[config.mk]
export PLATFORM = sky130hd
export DESIGN_NAME = pc_fetch_sequencer
export DESIGN_NICKNAME = d
export VERILOG_FILES = /design/src/rtl/pc_fetch_sequencer.sv
export SDC_FILE = /design/constraint.sdc
export NUM_CORES = 1
export LEC_CHECK = 0
export ABC_AREA = 1
export BUFFER_PORTS_ARGS = -buffer_cell sky130_fd_sc_hd__buf_2
export CAP_MARGIN = 20
export CORE_MARGIN = 2
export CORE_UTILIZATION = 38
export CTS_CLUSTER_DIAMETER = 100
export DETAILED_ROUTE_END_ITERATION = 12
export REMOVE_ABC_BUFFERS = 1
export SKIP_LAST_GASP = 1
export SLEW_MARGIN = 0
export SYNTH_ARGS = -nofsm -noshare
export SYNTH_HDL_FRONTEND = slang
export SYNTH_SLANG_ARGS = --single-unit
[constraint.sdc]
create_clock -name clk -period 2.15 [get_ports clk]
set_clock_uncertainty 0.2 [all_clocks]
set_input_delay 0.215 -clock clk [delete_from_list [all_inputs] [get_ports clk]]
set_output_delay 0.215 -clock clk [all_outputs]
set_load 0.005 [all_outputs]
[src/rtl/pc_fetch_sequencer.sv]
// pc_fetch_sequencer: PC sequencer issuing instruction-fetch requests over valid/ready,
// with branch redirects and a sticky misalignment trap. Rev 1.0
`default_nettype none

module pc_fetch_sequencer #(
  parameter int unsigned     XLEN         = 32,
  parameter logic [XLEN-1:0] RESET_VECTOR = 32'h0000_0000,
  parameter int unsigned     INCR         = 4
) (
  input  logic            clk,
  input  logic            rst,
  input  logic            stall,
  input  logic            redirect_valid,
  input  logic [XLEN-1:0] redirect_target,
  output logic            fetch_valid,
  input  logic            fetch_ready,
  output logic [XLEN-1:0] fetch_addr,
  output logic [XLEN-1:0] pc_plus_incr,
  output logic            misalign_err,
  output logic [XLEN-1:0] err_addr
);

  localparam logic [XLEN-1:0] INCR_W = XLEN'(INCR);

  typedef enum logic [1:0] {
    BOOT = 2'd0,
    RUN  = 2'd1,
    ERR  = 2'd2
  } state_t;

  state_t          state, state_nxt;
  logic [XLEN-1:0] pc, pc_nxt;
  logic [XLEN-1:0] pend_target, pend_target_nxt;
  logic [XLEN-1:0] err_addr_nxt;
  logic            pend, pend_nxt;
  logic            valid_nxt;
  logic            err_nxt;
  logic            fire;
  logic            misaligned;

  assign fire         = fetch_valid & fetch_ready;
  assign misaligned   = redirect_valid & (redirect_target[1:0] != 2'b00);
  assign fetch_addr   = pc;
  assign pc_plus_incr = pc + INCR_W;

  always_comb begin
    state_nxt       = state;
    pc_nxt          = pc;
    pend_nxt        = pend;
    pend_target_nxt = pend_target;
    valid_nxt       = fetch_valid;
    err_nxt         = misalign_err;
    err_addr_nxt    = err_addr;

    case (state)
      BOOT, RUN: begin
        if (misaligned) begin
          // Trap wins over everything; any outstanding request is dropped.
          state_nxt    = ERR;
          valid_nxt    = 1'b0;
          err_nxt      = 1'b1;
          err_addr_nxt = redirect_target;
        end else begin
          state_nxt = RUN;
          valid_nxt = (fetch_valid & ~fire) ? 1'b1 : ~stall;
          if (redirect_valid && (!fetch_valid || fire)) begin
            pc_nxt   = redirect_target;
            pend_nxt = 1'b0;
          end else if (redirect_valid) begin
            // Request is held unaccepted: park the target until it fires.
            pend_nxt        = 1'b1;
            pend_target_nxt = redirect_target;
          end else if (fire && pend) begin
            pc_nxt   = pend_target;
            pend_nxt = 1'b0;
          end else if (fire) begin
            pc_nxt = pc + INCR_W;
          end
        end
      end
      ERR: begin
        valid_nxt = 1'b0;
      end
      default: begin
        state_nxt = ERR;
        valid_nxt = 1'b0;
      end
    endcase
  end

  always_ff @(posedge clk) begin
    if (rst) begin
      state        <= BOOT;
      pc           <= RESET_VECTOR;
      pend         <= 1'b0;
      pend_target  <= '0;
      fetch_valid  <= 1'b0;
      misalign_err <= 1'b0;
      err_addr     <= '0;
    end else begin
      state        <= state_nxt;
      pc           <= pc_nxt;
      pend         <= pend_nxt;
      pend_target  <= pend_target_nxt;
      fetch_valid  <= valid_nxt;
      misalign_err <= err_nxt;
      err_addr     <= err_addr_nxt;
    end
  end

endmodule

`default_nettype wire

Word level (Yosys, flattened, before mapping)

Index checks and enable logic that the tools add are counted.

RAM bits: 0
Memories: 0
Logic and storage cells: 43
Bits of input ports: 37
Register bits after elaboration: 101
Latch bits: 0
Memory bits (read-only): 0

Shift-type cells: 0
Reductions and logical operators: 14
Multiply operators: 0
Magnitude comparators: 0
Multiplexer cells: 10
Bitwise logic cells: 8
Eq/ne operators: 3
Add/subtract/negate cells: 1
Div/mod/pow operators: 0

Operators with widths:

| kind                                                                    | count |
|---|---|
| 32-bit 2-to-1 mux                                                       | 4 |
| 32-bit by 3-bit adder with 32-bit output, second input constant         | 1 |
| 4-bit AND reduction                                                     | 2 |
| 3-bit nonzero test                                                      | 2 |
| 1-bit NOT                                                               | 5 |
| 1-bit 2-to-1 mux                                                        | 4 |
| 2-bit one-hot mux with 2 select lines                                   | 1 |
| 1-bit bitwise AND                                                       | 3 |
| 3-bit AND reduction                                                     | 1 |
| 3-bit OR reduction                                                      | 1 |
| 2-bit by 1-bit == test with 1-bit output, second input constant         | 1 |
| 2-bit == test, second input constant                                    | 1 |
| 1-bit logical AND                                                       | 2 |
| 2-bit zero test                                                         | 1 |
| 2-bit 2-to-1 mux                                                        | 1 |
| 2-bit by 1-bit inequality test with 1-bit output, second input constant | 1 |
| 2-bit AND reduction                                                     | 1 |
| 2-bit nonzero test                                                      | 1 |
| 2-bit OR reduction                                                      | 1 |
| 1-bit zero test                                                         | 1 |
| 1-bit logical OR                                                        | 1 |

Longest topological paths before layout

Gate-level depths: netlist of the first run.

Depth after elaboration: 5
Mapped depth: 10
Gate-level depth less buffers: 10

Worst setup path before layout of the first run

Ideal clock, no wire load.

Kind: flip-flop to flip-flop
Start: register pc[2], in the netlist fetch_addr[2]
End: register pc[16], in the netlist fetch_addr[16]
Arrival: 1,358 ps
Data required time: 1,828 ps
Period minus slack after synthesis: 1,680 ps
Stages on the path, launching flop included: 9
Setup time: 122 ps
Slack: 470 ps
Path through: dfxtp_1 ha_1 nand2_1 nor2_4 nand2_2 o21ai_0 nand2_1 o21ai_0 a21oi_1

Cells in the longest elaborated chain, start to end: 5

Ends and longest elaborated chain:

| what                                     | RTL line | text |
|---|---|---|
| from (decl)                              | 32       | `logic [XLEN-1:0] pc, pc_nxt;` |
| from (signal assigned)                   | 102      | `pc <= pc_nxt;` |
| 32-bit by 3-bit adder with 32-bit output | -        |  |
| named net pc_plus_incr[16]               | 18       | `output logic [XLEN-1:0] pc_plus_incr,` |
| 32-bit 2-to-1 mux                        | 76       | `end else if (fire) begin` |
| 32-bit 2-to-1 mux                        | 73       | `end else if (fire && pend) begin` |
| 32-bit 2-to-1 mux                        | 69       | `end else if (redirect_valid) begin` |
| 32-bit 2-to-1 mux                        | 66       | `if (redirect_valid && (!fetch_valid \|\| fire)) begin` |

The timed path passes the listed nets, and every way through them passes these cells. The select of a mux whose other input is x is not followed.
A chain may end at the register's enable or synchronous reset.

Worst setup path in the final report of the first run

Start: register pc[3], in the netlist fetch_addr[3]
End: output port pc_plus_incr[20]

Cells in the longest elaborated chain, start to end: 1

Ends and longest elaborated chain:

| what                                     | RTL line | text |
|---|---|---|
| 32-bit by 3-bit adder with 32-bit output | 44       | `assign pc_plus_incr = pc + INCR_W;` |
| to (decl)                                | 18       |  |

No other way between the ends.

==> metrics, run 1 <==
outcome=completed; Die ar.=14,200 µm²; final setup margin=63.3 ps; DR top layer=met4; maximum number of pins on one net before global-route repair=89; Multi-input gate area=2640 µm²; YS warnings=0; HPWL after DPL=10,200 µm; clk slew on worst S/H paths=70 ps; Hold Violations, Final=0; H-tree level count=3; Placer Congestion=0.801; Overall Global Routing Usage=0.213; RSZ-0062 raised after global routing=yes; Clock Sinks=100; register bit total from synthesis=100; CTS tree=done; Port Buffers=134; final setup vio count=0; Inserted Diodes=0; first-pass GRT wire length=24,400 µm; initial core utilization=0.384; Clk Latency, worst-skew pair=350 ps; minimum clock period=2090 ps; worst slack, placed=152 ps; Seq. cell area=2060 µm²; root buffer cell=clkbuf_16; Placed Cells=1,020; endpoint class of the critical path=output port; R2R depth=10; Layout Nets=940; Highest Clock Rate=479 MHz; worst path required time=1740 ps; die width=119 µm; Mean Syn Cell Area=6.79 µm²; remaining global-route overflow=0; Routed Antenna Nets=0; layout cell share with drive strength beyond 1=0.288; DR WL/cell=13.9 µm; Remaining DRCs=0; Mapped Cells=740; area of the mapped netlist=5030 µm²; Crit path arrival time=1670 ps; Core Region=13,100 µm²; Avg Vias per Cell=4.82; worst-path fanout max=7; antenna violations before repair=0; initial detailed-routing violation count=278; clk buf depth=2; fin. max-slew vios=0; maximum vdd drop=379 µV; I/O pin count=135; num rows=42; metal3 WL=883 µm; element type at the critical path start=flop; Leak=3.00 nW; CTS Buf Count=9; min-delay worst type=primary input to flop; die height=119 µm; filler instances=1,371; fin cells=1,081; via count=5,215; Pwr per Cell Area=651 nW/µm²; vias in the first global route=4,788; Hold Path Depth=2; Worst Setup Path Type=flop to output port; M1 wire length=7270 µm; TritonRoute pass-1 iters=4; area grow syn2layout=33.4%; final period utilization=0.971; sequential-to-total area share from yosys stat=0.398; fin util=0.512; met2 routed WL=6570 µm; final hold slack=7.95 ps; Slew headroom=0.584; Netlist cell types=30; setup_tns=0 ps; max cap viols=0; Routed WL=15,000 µm; actual slew at the worst max-slew pin=623 ps
report_power, final:
group | leakage [nW] | switching [W] | total, W | internal, W
sequential | 0.831 | 0.000105 | 0.00207 | 0.00197
combinational | 2.04 | 0.000402 | 0.000725 | 0.000323
clock | 0.134 | 0.000701 | 0.00157 | 0.000868
total | 3.00 | 0.00121 | 0.00437 | 0.00316
area by class of cell:
| class | count | share of cell area |
|---|---|---|
| multi-input combinational | 527 | 0.393 |
| sequential | 100 | 0.307 |
| timing repair buffer | 193 | 0.186 |
| clock buffer | 13 | 0.0403 |
| inverter | 71 | 0.0397 |
| tap | 176 | 0.0328 |
| clock inverter | 1 | 0.00112 |
per-layer routing:
layer | GRT usage | up-vias
li1 | - | 2734
met1 | 0.290 | 2329
met2 | 0.335 | 136
met3 | 0.0436 | 16
met4 | 0.0789 | 0
met5 | 0 | -
cell usage after synthesis, drive strengths merged:
cell type,number,share of area
nand2,138,0.11
a21oi,123,0.12
nor2,110,0.096
o21ai,110,0.11
dfxtp,100,0.40
inv,71,0.053
nand3,28,0.029
clkbuf,22,0.023
buf,19,0.025
o211ai,4,0.0060
xnor2,4,0.0070
xor2,4,0.0070
nand3b,2,0.0030
a211oi,1,0.0015
and2,1,0.0012
dlymetal6s2s,1,0.0025
ha,1,0.0025
o21a,1,0.0015
placed cells by master, fill, tap and decap left out, types with 7 or more instances in the layout:
master and n:
nand2_2 19, inv_2 7, nand3_1 24, clkbuf_16 9
nor2_2 15, dfxtp_2 13, nor2_1 84, o21ai_0 98
buf_2 134, nand2_1 115, a21oi_1 123, inv_1 64
o21ai_1 11, dfxtp_1 76, nor2_4 11, buf_4 22
dfxtp_4 11, dlygate4sd3_1 33
cells by family (layout without fill, tap and decap cells):
logic type,Yosys count,after routing,share of synthesized area
and+or+nand+nor,279,279,0.241
buffers and inverters,113,278,0.103
xor gates and xnor gates,8,8,0.0139
AOI/OAI and AO/OA,239,239,0.242
adders and majority gates,1,1,0.00249
DFF,100,100,0.398
path summary, 6_finish.rpt:
check / start / endpoint / slack, ps
min: rst / fetch_addr[1] / 8
min reg2reg: pend_target[0] / pend_target[0] / 250
max reg2reg: fetch_addr[3] / fetch_addr[12] / 380
max: fetch_addr[3] / pc_plus_incr[20] / 60
state kept, by name, indices dropped and copies added (netlist names):
| name | flops |
|---|---|
| pend_target | 32 |
| fetch_addr | 32 |
| fetch_valid | 1 |
| misalign_err | 1 |
| state | 1 |
| err_addr | 32 |
| pend | 1 |
what timing repair did:
action,4_1_cts,5_1_grt
pin swaps,5,11
gates resized for setup,21,51
setup endpoints to repair,17,20
endpoints found under the hold margin,88,0
cloned,0,0
buffers inserted,5,9
hold buffers,33,0
through the flow:
step,total power (W),instance area (µm²)
3_5_place_dp,0.00276,5810
6_report,0.00437,6710
2_1_floorplan,0.00241,4780
5_1_grt,0.00460,6710
4_1_cts,0.00439,6510
3_3_place_gp,0.00276,5810
worst max-delay path: stages, from the launching register on:
cell	delay [ps]
dfxtp_4	380
ha_4	160
nand2_4	60
nor2_4	140
nand2_4	110
nor2_1	140
nand3b_1	120
nand2_1	100
buf_2	110
(Power assumes the default switching activity.)
==> run 2: changes to the inputs <==
ABC_AREA = not set   (was 1)
CORE_ASPECT_RATIO = 0.9   (was not set)
==> metrics, run 2 <==
CP top delay family=simple AND/OR/NAND/NOR gates; Placer Congestion=0.885; filler instances=1,177; clk slew on worst S/H paths=70 ps; fin. max-slew vios=0; I/O pin count=135; num rows=39; share of the synthesized area in the top cell type=0.409; max cap viols=0; min-delay worst type=primary input to flop; sequential share of power=0.464; first-pass GRT wire length=26,800 µm; root buffer cell=clkbuf_16; final period utilization=1.04; Multi-input gate area=2880 µm²; Hold Violations, Final=0; YS warnings=0; Pwr per Cell Area=616 nW/µm²; Port Buffers=134; Netlist cell types=53; register bit total from synthesis=100; worst reg2reg setup slack=70 ps; Leak=3.00 nW; HPWL after DPL=11,800 µm; area grow syn2layout=44.0%; most area-consuming cells after synthesis=dfxtp_1 (41%), nand2_1 (11%), a21oi_1 (8.2%); Worst Setup Path Type=flop to output port; remaining global-route overflow=0; setup_tns=-596 ps; P_sw=0.00124 W; Slowest cell on crit path=dfxtp_4; Routed WL=17,300 µm; Placed Cells=937; actual slew at the worst max-slew pin=635 ps; layout cell share with drive strength beyond 1=0.334; share of flip-flops with an asynchronous set or reset=0; DR WL/cell=17.2 µm; final setup margin=-88.5 ps; Gate power share=0.176; Clk pwr share=0.360; Highest Clock Rate=447 MHz; element type at the critical path start=flop; Seq. cell area=2040 µm²; CP max stage delay=380 ps; failing checks=setup timing; Worst Path Buf+Inv=2; Clock Sinks=100; die height=112 µm; Inserted Diodes=0; Core Region=12,600 µm²; initial detailed-routing violation count=351; CTS Buf Count=9; CTS tree=done; Routed Antenna Nets=0; initial core utilization=0.387; RSZ-0062 raised after global routing=yes; endpoint class of the critical path=output port; Post-synth top cells=nand2_1 (144), dfxtp_1 (100), a21oi_1 (80); total internal power=0.00311 W; H-tree level count=3; top-count cell post-synth=nand2_1; Overall Global Routing Usage=0.250; final setup vio count=12; commonest non-fill, non-tap cell in the layout=nand2_1; worst path required time=1740 ps; maximum vdd drop=469 µV; area of the mapped netlist=4890 µm²; Crit path arrival time=1820 ps; TritonRoute pass-1 iters=8; Mean Syn Cell Area=7.68 µm²; minimum clock period=2240 ps; number of synthesized flops with an enable pin=0; Clk Latency, worst-skew pair=360 ps; outcome=finished with violations; Slew headroom=0.573; ys flop type=dfxtp_1; via count=5,420; worst-path fanout max=7; Avg Vias per Cell=5.39; maximum number of pins on one net before global-route repair=57; vias in the first global route=5,095; clk buf depth=2; sequential-to-total area share from yosys stat=0.409; antenna violations before repair=0; Remaining DRCs=0; Layout Nets=875; biggest area consumer among synthesized cells=dfxtp_1; Mapped Cells=637; die width=124 µm; sw frac=0.285; fin cells=1,006; critical-path cell list=and4_4 > and4_4 > buf_8 > nand4_1 > xnor2_1 > buf_2; most frequent cells in the layout=nand2_1 (143), buf_2 (133), a21oi_1 (80); Die ar.=13,800 µm²; Top cell by count, worst path=and4_4
run 2: cell count changes in the layout (fill, tap and decap cells not counted), sizes merged, moves of 10 or more:
cell	previous run	this run
xnor2	4	21
o221ai	0	10
o21ai	110	9
inv	71	7
nand2b	0	12
nor4	0	11
a21oi	123	80
a22oi	0	11
and3	0	13
buf	160	208
nor2	110	39
nand4	0	12
run 2: final timing paths:
check | from | endpoint | cells past startpoint
worst max-delay path | fetch_addr[10] | pc_plus_incr[23] | 6
worst min-delay path | redirect_target[1] | fetch_addr[1] | 3
worst max register to register | fetch_addr[10] | fetch_addr[29] | 8
worst min register to register | err_addr[4] | err_addr[4] | 2
run 2: logic make-up after synthesis:
| group | share of synthesized area |
|---|---|
| buf+inv | 0.0483 |
| simple gates | 0.273 |
| flops | 0.409 |
| xor+xnor | 0.0483 |
| compound gates | 0.203 |
| mux | 0.0164 |
| fa+ha+maj | 0.00256 |
run 2: final cells by class:
class,instances,share of cell area
well taps,164,0.0291
clock buffers,10,0.0339
repair buffers,241,0.229
flip-flops and latches,100,0.290
clock inverters,6,0.00568
multi-input cells,478,0.409
inverters,7,0.00373
run 2: repair_timing:
action / CTS / global route
setup buffers: 13 / 7
endpoints found under the hold margin: 67 / 0
gates resized for setup: 45 / 25
hold buffers: 33 / 0
pin swaps: 17 / 16
endpoints found under the setup margin: 22 / 29
run 2: per-layer routing:
metal	track usage	part of all wire
met5	0	0
met1	0.334	0.47
met3	0.0548	0.050
met4	0.0621	0.012
met2	0.407	0.47
run 2: metrics by stage:
stage | power, W | instance area [µm²] | setup WS (ps) | utilization | hold WS (ps)
after global routing | 0.00452 | 7050 | -179 | 0.558 | 69.3
after CTS | 0.00435 | 6870 | -93.4 | 0.544 | 44.3
after detailed placement | 0.00274 | 6010 | 68.0 | 0.476 | 208
final | 0.00434 | 7050 | -88.5 | 0.558 | 56.4
after floorplan | 0.00233 | 4680 | -1590 | - | 84.1
after global placement | 0.00272 | 6010 | 118 | 0.476 | 213
run 2: worst reg2reg max path: stages (launching register included):
cell	delay, ps
dfxtp_4	380
and4_4	230
and4_4	230
buf_8	140
nand4_1	170
buf_4	180
buf_4	120
mux2i_1	130
o221ai_1	150
run 2: power by group through the flow:
| stage | Combinational (W) | Clock [W] | Sequential [W] |
|---|---|---|---|
| after global routing | 0.000836 | 0.00166 | 0.00203 |
| after floorplan | 0.000270 | 0 | 0.00206 |
| after global placement | 0.000673 | 0 | 0.00205 |
| after detailed placement | 0.000684 | 0 | 0.00205 |
| after CTS | 0.000744 | 0.00159 | 0.00201 |
| final | 0.000762 | 0.00156 | 0.00202 |
==> run 3: changes to the inputs <==
ABC_AREA = 1   (was not set)
CORE_ASPECT_RATIO = 0.6   (was 0.9)
GPL_ROUTABILITY_DRIVEN = 0   (was not set)
==> metrics, run 3 (same netlist as run 1, synthesis figures left out) <==
filler instances=1,310; CTS tree=done; HPWL after DPL=10,800 µm; Slew headroom=0.589; Leak=3.02 nW; actual slew at the worst max-slew pin=616 ps; Inserted Diodes=0; fin. max-slew vios=0; clk buf depth=2; TritonRoute pass-1 iters=5; vias in the first global route=4,930; critical-path cell list=inv_1 > nor2_4 > nand2_4 > nor2_4 > nand2_1 > nand2_1 > nand2_1 > buf_2; P_sw=0.00127 W; Layout Nets=939; fin util=0.515; final hold slack=14.2 ps; Slowest cell on crit path=dfxtp_4; Top cell by count, worst path=nand2_1; total internal power=0.00323 W; placed instance area=5810 µm²; final setup margin=60.1 ps; die height=93.1 µm; maximum number of pins on one net before global-route repair=62; Remaining DRCs=0; initial core utilization=0.390; clk slew on worst S/H paths=70 ps; CP max stage delay=370 ps; most frequent cells in the layout=buf_2 (134), a21oi_1 (123), nand2_1 (117); minimum clock period=2090 ps; final period utilization=0.972; antenna violations before repair=0; Clk pwr share=0.378; via count=5,258; root buffer cell=clkbuf_16; sequential share of power=0.459; worst path required time=1740 ps; max cap viols=0; Pwr per Cell Area=677 nW/µm²; hold_sp=fetch_ready; outcome=completed; final setup vio count=0; Highest Clock Rate=478 MHz; final instance area=6650 µm²; CTS Buf Count=9; initial detailed-routing violation count=360; worst-path fanout max=7; Clk Latency, worst-skew pair=350 ps; layout cell share with drive strength beyond 1=0.284; Avg Vias per Cell=4.89; r2r startpoint=fetch_valid; RSZ-0062 raised after global routing=yes; overall power=0.00450 W; Routed WL=15,600 µm; first-pass GRT wire length=25,700 µm; Worst Setup Path Type=flop to output port; sw frac=0.282; num rows=32; maximum vdd drop=403 µV; Clock Sinks=100; I/O pin count=135; commonest non-fill, non-tap cell in the layout=buf_2; Overall Global Routing Usage=0.224; Crit path arrival time=1670 ps; Die ar.=14,200 µm²; H-tree level count=3; Routed Antenna Nets=0; DR WL/cell=14.5 µm; die width=152 µm; Core Region=12,900 µm²; Hold Violations, Final=0; worst slack, placed=195 ps; element type at the critical path start=flop; min-delay worst type=primary input to flop; endpoint class of the critical path=output port; remaining global-route overflow=0; Port Buffers=134; area grow syn2layout=32.2%; Gate power share=0.163; CP startpoint=fetch_addr[2]
[run 3: cell count changes in the layout (fill, tap and decap cells not counted), moves of 13 or more]
| cell | delta |
|---|---|
| a21oi_1 | +43 |
| buf_4 | -45 |
| inv_1 | +57 |
| nand2_1 | -26 |
| nand2_2 | +16 |
| nand3_1 | +14 |
| nor2_1 | +49 |
| nor2_2 | +13 |
| o21ai_0 | +88 |
[run 3: final cells by class]
class / instances / area [µm²] / area share
flip-flops and latches: 100 / 2040 / 0.307
clock inverters: 6 / 70.1 / 0.0105
clock buffers: 10 / 239 / 0.0360
repair buffers: 192 / 1200 / 0.181
inverters: 71 / 267 / 0.0401
multi-input cells: 527 / 2610 / 0.393
well taps: 170 / 213 / 0.0320
[run 3: final timing paths]
path                      endpoint  slack, ps  cells past startpoint
setup reg to reg    fetch_addr[10]        350                      7
hold reg to reg     pend_target[0]        240                      2
hold / removal         fetch_valid         10                      4
setup / recovery  pc_plus_incr[25]         60                      8
[run 3: layer usage]
layer / up-vias / wire, µm / track usage
li1: 2732 / - / -
met1: 2334 / 8200 / 0.340
met2: 183 / 6080 / 0.323
met3: 9 / 1120 / 0.0533
met4: 0 / 164 / 0.0424
met5: - / 0 / 0
[run 3: what timing repair did]
item	in CTS	in global routing
setup buffers	1	6
hold endpoints to repair	70	0
endpoints found under the setup margin	13	24
resized for setup	14	47
gates cloned	0	0
pin swaps	3	13
hold buffers	33	0
[run 3: power groups by stage]
stage | sequential, W | clock, W | combinational, W
detailed placement | 0.00210 | 0 | 0.000674
floorplan | 0.00210 | 0 | 0.000316
global route | 0.00208 | 0.00183 | 0.000829
CTS | 0.00206 | 0.00173 | 0.000726
finish | 0.00207 | 0.00170 | 0.000735
global placement | 0.00210 | 0 | 0.000679
[run 3: stage by stage]
stage          TNS [ps]  instances
3_5_place_dp          0       1020
5_1_grt            -343       1076
3_3_place_gp          0       1020
2_1_floorplan         0        698
4_1_cts               0       1070
6_report              0       1076
[run 3: critical path: cells and delay by family (launching register included)]
kind | cells | cell delay [ps]
and+or+nand+nor | 6 | 710
DFF | 1 | 370
buffers and inverters | 2 | 230
